**config.mk**
```make
export PLATFORM = sky130hd
export DESIGN_NAME = muldiv_sequencer_flat
export DESIGN_NICKNAME = d
export VERILOG_FILES = /design/src/rtl/muldiv_sequencer_pkg.sv /design/src/rtl/muldiv_sequencer_if.sv /design/src/rtl/div_special_case.sv /design/src/rtl/muldiv_sequencer.sv /design/src/flat_wrapper.sv
export SDC_FILE = /design/constraint.sdc
export NUM_CORES = 1
export LEC_CHECK = 0
export ABC_AREA = 1
export CAP_MARGIN = 40
export CORE_MARGIN = 3
export CORE_UTILIZATION = 35
export DETAILED_ROUTE_END_ITERATION = 10
export DONT_BUFFER_PORTS = 1
export GPL_TIMING_DRIVEN = 0
export MAX_ROUTING_LAYER = met4
export SLEW_MARGIN = 40
export SYNTH_ARGS = -nofsm -noshare
export SYNTH_HDL_FRONTEND = slang
export SYNTH_SLANG_ARGS = --single-unit
```
**constraint.sdc**
```tcl
create_clock -name clk -period 4.6 [get_ports clk]
set_clock_uncertainty 0.2 [all_clocks]
set_input_delay 0 -clock clk [delete_from_list [all_inputs] [get_ports clk]]
set_output_delay 0 -clock clk [all_outputs]
set_load 0.02 [all_outputs]
```
**src/rtl/muldiv_sequencer_pkg.sv**
```systemverilog
// Shared constants for the RV32M execute front end: funct3 M-op encodings,
// multiplier/divider op codes and the funct3-to-op mapping helpers.
package muldiv_sequencer_pkg;

    localparam int MUL_OP_WIDTH = 2;
    localparam int DIV_OP_WIDTH = 2;

    typedef logic [MUL_OP_WIDTH-1:0] mul_op_t;
    typedef logic [DIV_OP_WIDTH-1:0] div_op_t;

    localparam mul_op_t MUL_OP_MUL    = 2'd0;
    localparam mul_op_t MUL_OP_MULH   = 2'd1;
    localparam mul_op_t MUL_OP_MULHSU = 2'd2;
    localparam mul_op_t MUL_OP_MULU   = 2'd3;

    localparam div_op_t DIV_OP_DIV  = 2'd0;
    localparam div_op_t DIV_OP_DIVU = 2'd1;
    localparam div_op_t DIV_OP_REM  = 2'd2;
    localparam div_op_t DIV_OP_REMU = 2'd3;

    localparam logic [2:0] F3_MUL    = 3'b000;
    localparam logic [2:0] F3_MULH   = 3'b001;
    localparam logic [2:0] F3_MULHSU = 3'b010;
    localparam logic [2:0] F3_MULHU  = 3'b011;
    localparam logic [2:0] F3_DIV    = 3'b100;
    localparam logic [2:0] F3_DIVU   = 3'b101;
    localparam logic [2:0] F3_REM    = 3'b110;
    localparam logic [2:0] F3_REMU   = 3'b111;

    function automatic mul_op_t mul_op_of(input logic [2:0] f3);
        case (f3)
            F3_MULH:   return MUL_OP_MULH;
            F3_MULHSU: return MUL_OP_MULHSU;
            F3_MULHU:  return MUL_OP_MULU;
            default:   return MUL_OP_MUL;
        endcase
    endfunction

    function automatic div_op_t div_op_of(input logic [2:0] f3);
        case (f3)
            F3_DIVU: return DIV_OP_DIVU;
            F3_REM:  return DIV_OP_REM;
            F3_REMU: return DIV_OP_REMU;
            default: return DIV_OP_DIV;
        endcase
    endfunction

endpackage

```
**src/rtl/muldiv_sequencer_if.sv**
```systemverilog
// Bundle between the control unit, the sequencer and the multiplier/divider.
interface muldiv_sequencer_if;
    import muldiv_sequencer_pkg::*;

    // Core holds valid (with funct3/rs1/rs2) high until the one-cycle ready
    // pulse; x_valid and x_ready are single-cycle pulses, one x_ready per x_valid.
    logic        valid;
    logic [2:0]  funct3;
    logic [31:0] rs1;
    logic [31:0] rs2;
    logic        flush;
    logic [31:0] result;
    logic        ready;

    logic        mul_valid;
    mul_op_t     mul_op;
    logic [31:0] mul_factor1;
    logic [31:0] mul_factor2;
    logic [31:0] mul_product;
    logic        mul_ready;

    logic        div_valid;
    div_op_t     div_op;
    logic [31:0] div_dividend;
    logic [31:0] div_divisor;
    logic [31:0] div_result;
    logic        div_ready;

    modport slave (
        input  valid, funct3, rs1, rs2, flush, mul_product, mul_ready, div_result, div_ready,
        output result, ready, mul_valid, mul_op, mul_factor1, mul_factor2,
               div_valid, div_op, div_dividend, div_divisor
    );

    modport master (
        output valid, funct3, rs1, rs2, flush, mul_product, mul_ready, div_result, div_ready,
        input  result, ready, mul_valid, mul_op, mul_factor1, mul_factor2,
               div_valid, div_op, div_dividend, div_divisor
    );

endinterface

```
**src/rtl/div_special_case.sv**
```systemverilog
// Resolves RV32M divide-by-zero and signed-overflow results without the divider.
module div_special_case (
    input  logic [31:0] rs1,
    input  logic [31:0] rs2,
    input  logic [2:0]  funct3,
    output logic        is_special,
    output logic [31:0] special_result
);

    always_comb begin
        is_special     = 1'b0;
        special_result = '0;
        if (funct3[2]) begin
            if (rs2 == 32'h0) begin
                is_special     = 1'b1;
                special_result = funct3[1] ? rs1 : 32'hFFFF_FFFF;
            end else if (!funct3[0] && rs1 == 32'h8000_0000 && rs2 == 32'hFFFF_FFFF) begin
                // Only the signed forms overflow; funct3[1] selects REM over DIV.
                is_special     = 1'b1;
                special_result = funct3[1] ? 32'h0 : 32'h8000_0000;
            end
        end
    end

endmodule

```
**src/rtl/muldiv_sequencer.sv**
```systemverilog
// RV32M sequencer: accepts M-ops from the core, dispatches them to the multiplier
// or divider, short-circuits special divides and repeated ops, and returns results.
module muldiv_sequencer
    import muldiv_sequencer_pkg::*;
#(
    parameter bit CACHE_EN = 1'b1
) (
    input  logic              clk,
    input  logic              resetn,
    muldiv_sequencer_if.slave bus,
    output logic [2:0]        state_dbg
);

    typedef enum logic [2:0] {
        IDLE, ISSUE_MUL, WAIT_MUL, ISSUE_DIV, WAIT_DIV, DONE, DRAIN
    } state_t;

    state_t      state_q, state_d;
    logic [2:0]  f3_q, f3_d;
    logic [31:0] rs1_q, rs1_d, rs2_q, rs2_d;
    logic [31:0] result_q, result_d;
    logic        cache_vld_q, cache_vld_d;
    logic [2:0]  cache_f3_q, cache_f3_d;
    logic [31:0] cache_rs1_q, cache_rs1_d, cache_rs2_q, cache_rs2_d;
    logic [31:0] cache_res_q, cache_res_d;

    logic        is_special;
    logic [31:0] special_result;
    logic        cache_hit;
    logic        ready_c, mul_valid_c, div_valid_c;

    div_special_case u_special (
        .rs1           (bus.rs1),
        .rs2           (bus.rs2),
        .funct3        (bus.funct3),
        .is_special    (is_special),
        .special_result(special_result)
    );

    assign cache_hit = CACHE_EN && cache_vld_q && (cache_f3_q == bus.funct3)
                       && (cache_rs1_q == bus.rs1) && (cache_rs2_q == bus.rs2);

    always_comb begin
        state_d     = state_q;
        f3_d        = f3_q;
        rs1_d       = rs1_q;
        rs2_d       = rs2_q;
        result_d    = result_q;
        cache_vld_d = cache_vld_q;
        cache_f3_d  = cache_f3_q;
        cache_rs1_d = cache_rs1_q;
        cache_rs2_d = cache_rs2_q;
        cache_res_d = cache_res_q;
        ready_c     = 1'b0;
        mul_valid_c = 1'b0;
        div_valid_c = 1'b0;

        case (state_q)
            IDLE: begin
                if (bus.valid && !bus.flush) begin
                    f3_d  = bus.funct3;
                    rs1_d = bus.rs1;
                    rs2_d = bus.rs2;
                    if (cache_hit) begin
                        result_d = cache_res_q;
                        state_d  = DONE;
                    end else if (is_special) begin
                        result_d = special_result;
                        state_d  = DONE;
                    end else if (!bus.funct3[2]) begin
                        state_d = ISSUE_MUL;
                    end else begin
                        state_d = ISSUE_DIV;
                    end
                end
            end
            // The start pulse goes out even when flushed, so DRAIN always owes one x_ready.
            ISSUE_MUL: begin
                mul_valid_c = 1'b1;
                state_d     = bus.flush ? DRAIN : WAIT_MUL;
            end
            ISSUE_DIV: begin
                div_valid_c = 1'b1;
                state_d     = bus.flush ? DRAIN : WAIT_DIV;
            end
            WAIT_MUL: begin
                if (bus.flush) begin
                    state_d = bus.mul_ready ? IDLE : DRAIN;
                end else if (bus.mul_ready) begin
                    result_d    = bus.mul_product;
                    cache_vld_d = 1'b1;
                    cache_f3_d  = f3_q;
                    cache_rs1_d = rs1_q;
                    cache_rs2_d = rs2_q;
                    cache_res_d = bus.mul_product;
                    state_d     = DONE;
                end
            end
            WAIT_DIV: begin
                if (bus.flush) begin
                    state_d = bus.div_ready ? IDLE : DRAIN;
                end else if (bus.div_ready) begin
                    result_d    = bus.div_result;
                    cache_vld_d = 1'b1;
                    cache_f3_d  = f3_q;
                    cache_rs1_d = rs1_q;
                    cache_rs2_d = rs2_q;
                    cache_res_d = bus.div_result;
                    state_d     = DONE;
                end
            end
            DONE: begin
                ready_c = !bus.flush;
                state_d = IDLE;
            end
            DRAIN: begin
                if (f3_q[2] ? bus.div_ready : bus.mul_ready) begin
                    state_d = IDLE;
                end
            end
            default: state_d = IDLE;
        endcase

        if (bus.flush) begin
            cache_vld_d = 1'b0;
        end
    end

    always_ff @(posedge clk or negedge resetn) begin
        if (!resetn) begin
            state_q     <= IDLE;
            f3_q        <= '0;
            rs1_q       <= '0;
            rs2_q       <= '0;
            result_q    <= '0;
            cache_vld_q <= 1'b0;
            cache_f3_q  <= '0;
            cache_rs1_q <= '0;
            cache_rs2_q <= '0;
            cache_res_q <= '0;
        end else begin
            state_q     <= state_d;
            f3_q        <= f3_d;
            rs1_q       <= rs1_d;
            rs2_q       <= rs2_d;
            result_q    <= result_d;
            cache_vld_q <= cache_vld_d;
            cache_f3_q  <= cache_f3_d;
            cache_rs1_q <= cache_rs1_d;
            cache_rs2_q <= cache_rs2_d;
            cache_res_q <= cache_res_d;
        end
    end

    assign bus.result       = result_q;
    assign bus.ready        = ready_c;
    assign bus.mul_valid    = mul_valid_c;
    assign bus.mul_op       = mul_op_of(f3_q);
    assign bus.mul_factor1  = rs1_q;
    assign bus.mul_factor2  = rs2_q;
    assign bus.div_valid    = div_valid_c;
    assign bus.div_op       = div_op_of(f3_q);
    assign bus.div_dividend = rs1_q;
    assign bus.div_divisor  = rs2_q;
    assign state_dbg        = state_q;

endmodule

```
**src/flat_wrapper.sv**
```systemverilog
// flat-port wrapper written by rule: the top's interface ports become plain ports
module muldiv_sequencer_flat import muldiv_sequencer_pkg::*;
#(
    parameter bit CACHE_EN = 1'b1
)
  (clk, resetn, state_dbg, bus_valid, bus_funct3, bus_rs1, bus_rs2, bus_flush, bus_mul_product, bus_mul_ready, bus_div_result, bus_div_ready, bus_result, bus_ready, bus_mul_valid, bus_mul_op, bus_mul_factor1, bus_mul_factor2, bus_div_valid, bus_div_op, bus_div_dividend, bus_div_divisor);
  muldiv_sequencer_if bus_i ();
  input  logic clk;
  input  logic resetn;
  output logic [2:0] state_dbg;
  input wire logic [$bits(bus_i.valid)-1:0] bus_valid;
  input wire logic [$bits(bus_i.funct3)-1:0] bus_funct3;
  input wire logic [$bits(bus_i.rs1)-1:0] bus_rs1;
  input wire logic [$bits(bus_i.rs2)-1:0] bus_rs2;
  input wire logic [$bits(bus_i.flush)-1:0] bus_flush;
  input wire logic [$bits(bus_i.mul_product)-1:0] bus_mul_product;
  input wire logic [$bits(bus_i.mul_ready)-1:0] bus_mul_ready;
  input wire logic [$bits(bus_i.div_result)-1:0] bus_div_result;
  input wire logic [$bits(bus_i.div_ready)-1:0] bus_div_ready;
  output wire logic [$bits(bus_i.result)-1:0] bus_result;
  output wire logic [$bits(bus_i.ready)-1:0] bus_ready;
  output wire logic [$bits(bus_i.mul_valid)-1:0] bus_mul_valid;
  output wire logic [$bits(bus_i.mul_op)-1:0] bus_mul_op;
  output wire logic [$bits(bus_i.mul_factor1)-1:0] bus_mul_factor1;
  output wire logic [$bits(bus_i.mul_factor2)-1:0] bus_mul_factor2;
  output wire logic [$bits(bus_i.div_valid)-1:0] bus_div_valid;
  output wire logic [$bits(bus_i.div_op)-1:0] bus_div_op;
  output wire logic [$bits(bus_i.div_dividend)-1:0] bus_div_dividend;
  output wire logic [$bits(bus_i.div_divisor)-1:0] bus_div_divisor;
  assign bus_i.valid = bus_valid;
  assign bus_i.funct3 = bus_funct3;
  assign bus_i.rs1 = bus_rs1;
  assign bus_i.rs2 = bus_rs2;
  assign bus_i.flush = bus_flush;
  assign bus_i.mul_product = bus_mul_product;
  assign bus_i.mul_ready = bus_mul_ready;
  assign bus_i.div_result = bus_div_result;
  assign bus_i.div_ready = bus_div_ready;
  assign bus_result = bus_i.result;
  assign bus_ready = bus_i.ready;
  assign bus_mul_valid = bus_i.mul_valid;
  assign bus_mul_op = bus_i.mul_op;
  assign bus_mul_factor1 = bus_i.mul_factor1;
  assign bus_mul_factor2 = bus_i.mul_factor2;
  assign bus_div_valid = bus_i.div_valid;
  assign bus_div_op = bus_i.div_op;
  assign bus_div_dividend = bus_i.div_dividend;
  assign bus_div_divisor = bus_i.div_divisor;
  muldiv_sequencer #(.CACHE_EN(CACHE_EN)) u_core (.clk(clk), .resetn(resetn), .bus(bus_i), .state_dbg(state_dbg));
endmodule
```
==> impl_metrics.yaml <==
worst_setup_path:
  worstPathArrival_ns: 4.27
  reg2reg_slack_ns: 0.58
  critPathTopFamily: "buffers and inverters"
  reg2regPathDepth: 11
  crit_type: "reg -> reg"
  r2r-start: "u_core.state_dbg[2]"
  crit_path_end_kind: "flip-flop"
  r2r_end: "u_core.bus.result[31]"
  path_buf_inv: 6
  crit_fanout: 10
  critPathSlowestCell: "dfrtp_1"
  startpoint: "u_core.state_dbg[2]"
  critPathRequiredTime_ns: 4.85
  crit_chain: "inv_2 -> nor3_2 -> clkbuf_1 -> buf_1 -> nand2_1 -> o21ai_0 -> dlygate4sd3_1 -> nor2_1 -> dlygate4sd3_1 -> a21oi_1 -> dlygate4sd3_1"
  critPathMaxStageDelay_ns: 0.58
  cp_common_cell: "dlygate4sd3_1"
  startpoint_type: "flip-flop"
synth:
  synth-seq-cells: 202
  syn_nets: 1801
  ys_seq_area_share_pct: 42.98
  postSynthCellCount: 1664
  synth_cell_types: 34
  yosys_warnings: 0
  synth_area_sq_um: 11760
  synth.avg_cell_area_sq_um: 7.067
route:
  totalWireLength_microns: 45850
  num_vias: 11969
  vias_per_cell: 5.148
  drt-initial-drc-count: 1068
  drt.antenna.violating_nets: 0
  drc_errors: 0
  wl_per_cell_microns: 19.72
  drt_pass1_iterations: 7
layout:
  layout_commonest_cell: "nand2_1"
  mostFrequentLayoutCells: "470 x nand2_1, 225 x nor2_1, 202 x dfrtp_1, 190 x inv_1, 179 x dlygate4sd3_1"
  area_delta_synth_final_pct: 26.17
  final_util_pct: 45.15
  drive_gt1_share_pct: 10.10
  final_nets: 2005
global_route:
  grt_max_degree: 203
  grt_pass1_vias: 11672
  globalRoute.totalOverflow: 0
  grt_usage_pct: 25.23
  grt_pass1_wl_microns: 68140
  antenna_found_initial: 0
clock_network:
  cts_hold_buffers: 179
  clk_pin_slew_ns: 0.06
  numCtsBuffers: 23
  clock_latency_ns: 0.52
  root_buffer: "clkbuf_16"
  clk_path_buf_depth: 3
  ctsHtreeMaxLevel: 1
  tritoncts: "yes"
  post_cts_buffers: 0
  cts_sinks: 202
  ctsResizeCount: 0
floorplanning:
  chipWidth_microns: 189.3
  die_area_sq_um: 35840
  core_area_sq_um: 32870
  row_count: 66
  pin_count: 307
  start_util_pct: 35.78
  die_h_microns: 189.3
status:
  status: "complete, but fails checks"
  violations: "hold timing"
sta:
  hold_viol: 202
  max_freq_ghz: 0.2487
  tightestPinTransition_ns: 0.7348
  relSlewSlack_pct: 51.01
  fin_crit_ns: 4.021
  drv_slew: 0
  setup_tns_ns: 0
  finalSetupViolations: 0
  rsz0062_at_grt: "no"
  fin_crit_sh_pct: 87.42
  whs_ns: -1.016
worst_hold_path:
  hold_path_class: "in -> async"
placed_design:
  dpl.hpwl_microns: 33270
  io_buffers: 0
  gp_congestion: 1.012
power:
  p_leak_nw: 7.608
  ir_drop_uv: 231.3
  p_per_area_nw_per_um2: 666.4
flow_run:
  maxCapViolations: 0
==> through the flow <==
step	hold WS, ns	cell area (sq um)	setup slack, ns	instances	power, mW
after CTS	-1.027	14830	0.6417	2323	9.872
after detailed placement	-0.4897	12320	1.856	2106	7.666
after global placement	-0.4900	12310	1.861	2106	7.567
final	-1.016	14840	0.5787	2325	9.888
after floorplan	-0.4956	11760	2.446	1664	6.572
after global routing	-1.032	14830	0.3317	2323	10.54
==> final cells by class <==
class                   instances  area (sq um)
flip-flops and latches        202          5055
well taps                     442         553.0
inverters                     218         818.3
repair buffers                179          1792
clock inverters                 2         37.54
plain buffers                 136         819.5
fillers                      3341         18030
clock buffers                  36         684.4
multi-input cells            1108          5074
diodes                          2         5.005
==> report_power, final <==
| part | switching, mW | internal (mW) |
|---|---|---|
| Combinational | 2.60 | 1.69 |
| Sequential | 1.18 | 2.60 |
| Clock | 0.760 | 1.07 |
==> worst register-to-register path, cell delays in order, from the launching register on <==
cell and delay [ns]:
dfrtp_1 0.58, inv_2 0.12, nor3_2 0.20, clkbuf_1 0.39, buf_1 0.38, nand2_1 0.11
o21ai_0 0.09, dlygate4sd3_1 0.58, nor2_1 0.05, dlygate4sd3_1 0.55, a21oi_1 0.13, dlygate4sd3_1 0.57
==> metal layers <==
layer / wire [microns] / GRT usage, %
met5: 0 / -
met1: 19810 / 33.48
met4: 1444 / 7.364
met3: 3726 / 5.129
met2: 20880 / 39.31
==> cell usage after synthesis (all sizes together) <==
| library cell | instances | area [sq um] |
|---|---|---|
| a211oi | 2 | 27.53 |
| a21oi | 81 | 405.4 |
| buf | 104 | 699.4 |
| clkbuf | 32 | 120.1 |
| dfrtp | 202 | 5055 |
| inv | 218 | 818.3 |
| mux2 | 24 | 270.3 |
| mux2i | 1 | 10.01 |
| nand2 | 473 | 1788 |
| nand3 | 32 | 170.2 |
| nand3b | 9 | 67.56 |
| nand4 | 49 | 306.5 |
| nor2 | 229 | 884.6 |
| nor3 | 4 | 25.02 |
| nor4 | 1 | 6.260 |
| o211ai | 16 | 120.1 |
| o21ai | 170 | 850.8 |
| o21bai | 7 | 52.55 |
| or2 | 2 | 12.52 |
| xnor2 | 7 | 61.31 |
| xor2 | 1 | 8.760 |
==> how the worst max path moves through the flow <==
stage / depth (start not counted) / end
after floorplan: 9 / u_core.cache_res_q[10]
after global placement: 13 / u_core.bus.result[0]
after detailed placement: 11 / u_core.bus.result[11]
after CTS: 11 / u_core.bus.result[31]
after global routing: 11 / u_core.bus.result[31]
final: 11 / u_core.bus.result[31]
==> cell families (layout without fill, tap and decap cells) <==
family	after synthesis	in the layout	share of synthesized area, %
other cells	0	2	0
compound gates	276	276	12.38
mux	25	25	2.383
xor+xnor	8	8	0.5958
buf+inv	354	571	13.93
flops	202	202	42.98
simple gates	799	799	27.73
==> flip-flops by register name, indices dropped and copies added, names as in the netlist <==
name	flops
u_core.bus.result	32
u_core.cache_vld_q	1
u_core.cache_rs2_q	32
u_core.cache_f3_q	3
u_core.bus.div_dividend	32
u_core.f3_q	3
u_core.bus.div_divisor	32
u_core.cache_res_q	32
u_core.state_dbg	3
u_core.cache_rs1_q	32
Power figures use the tool's default switching activity.
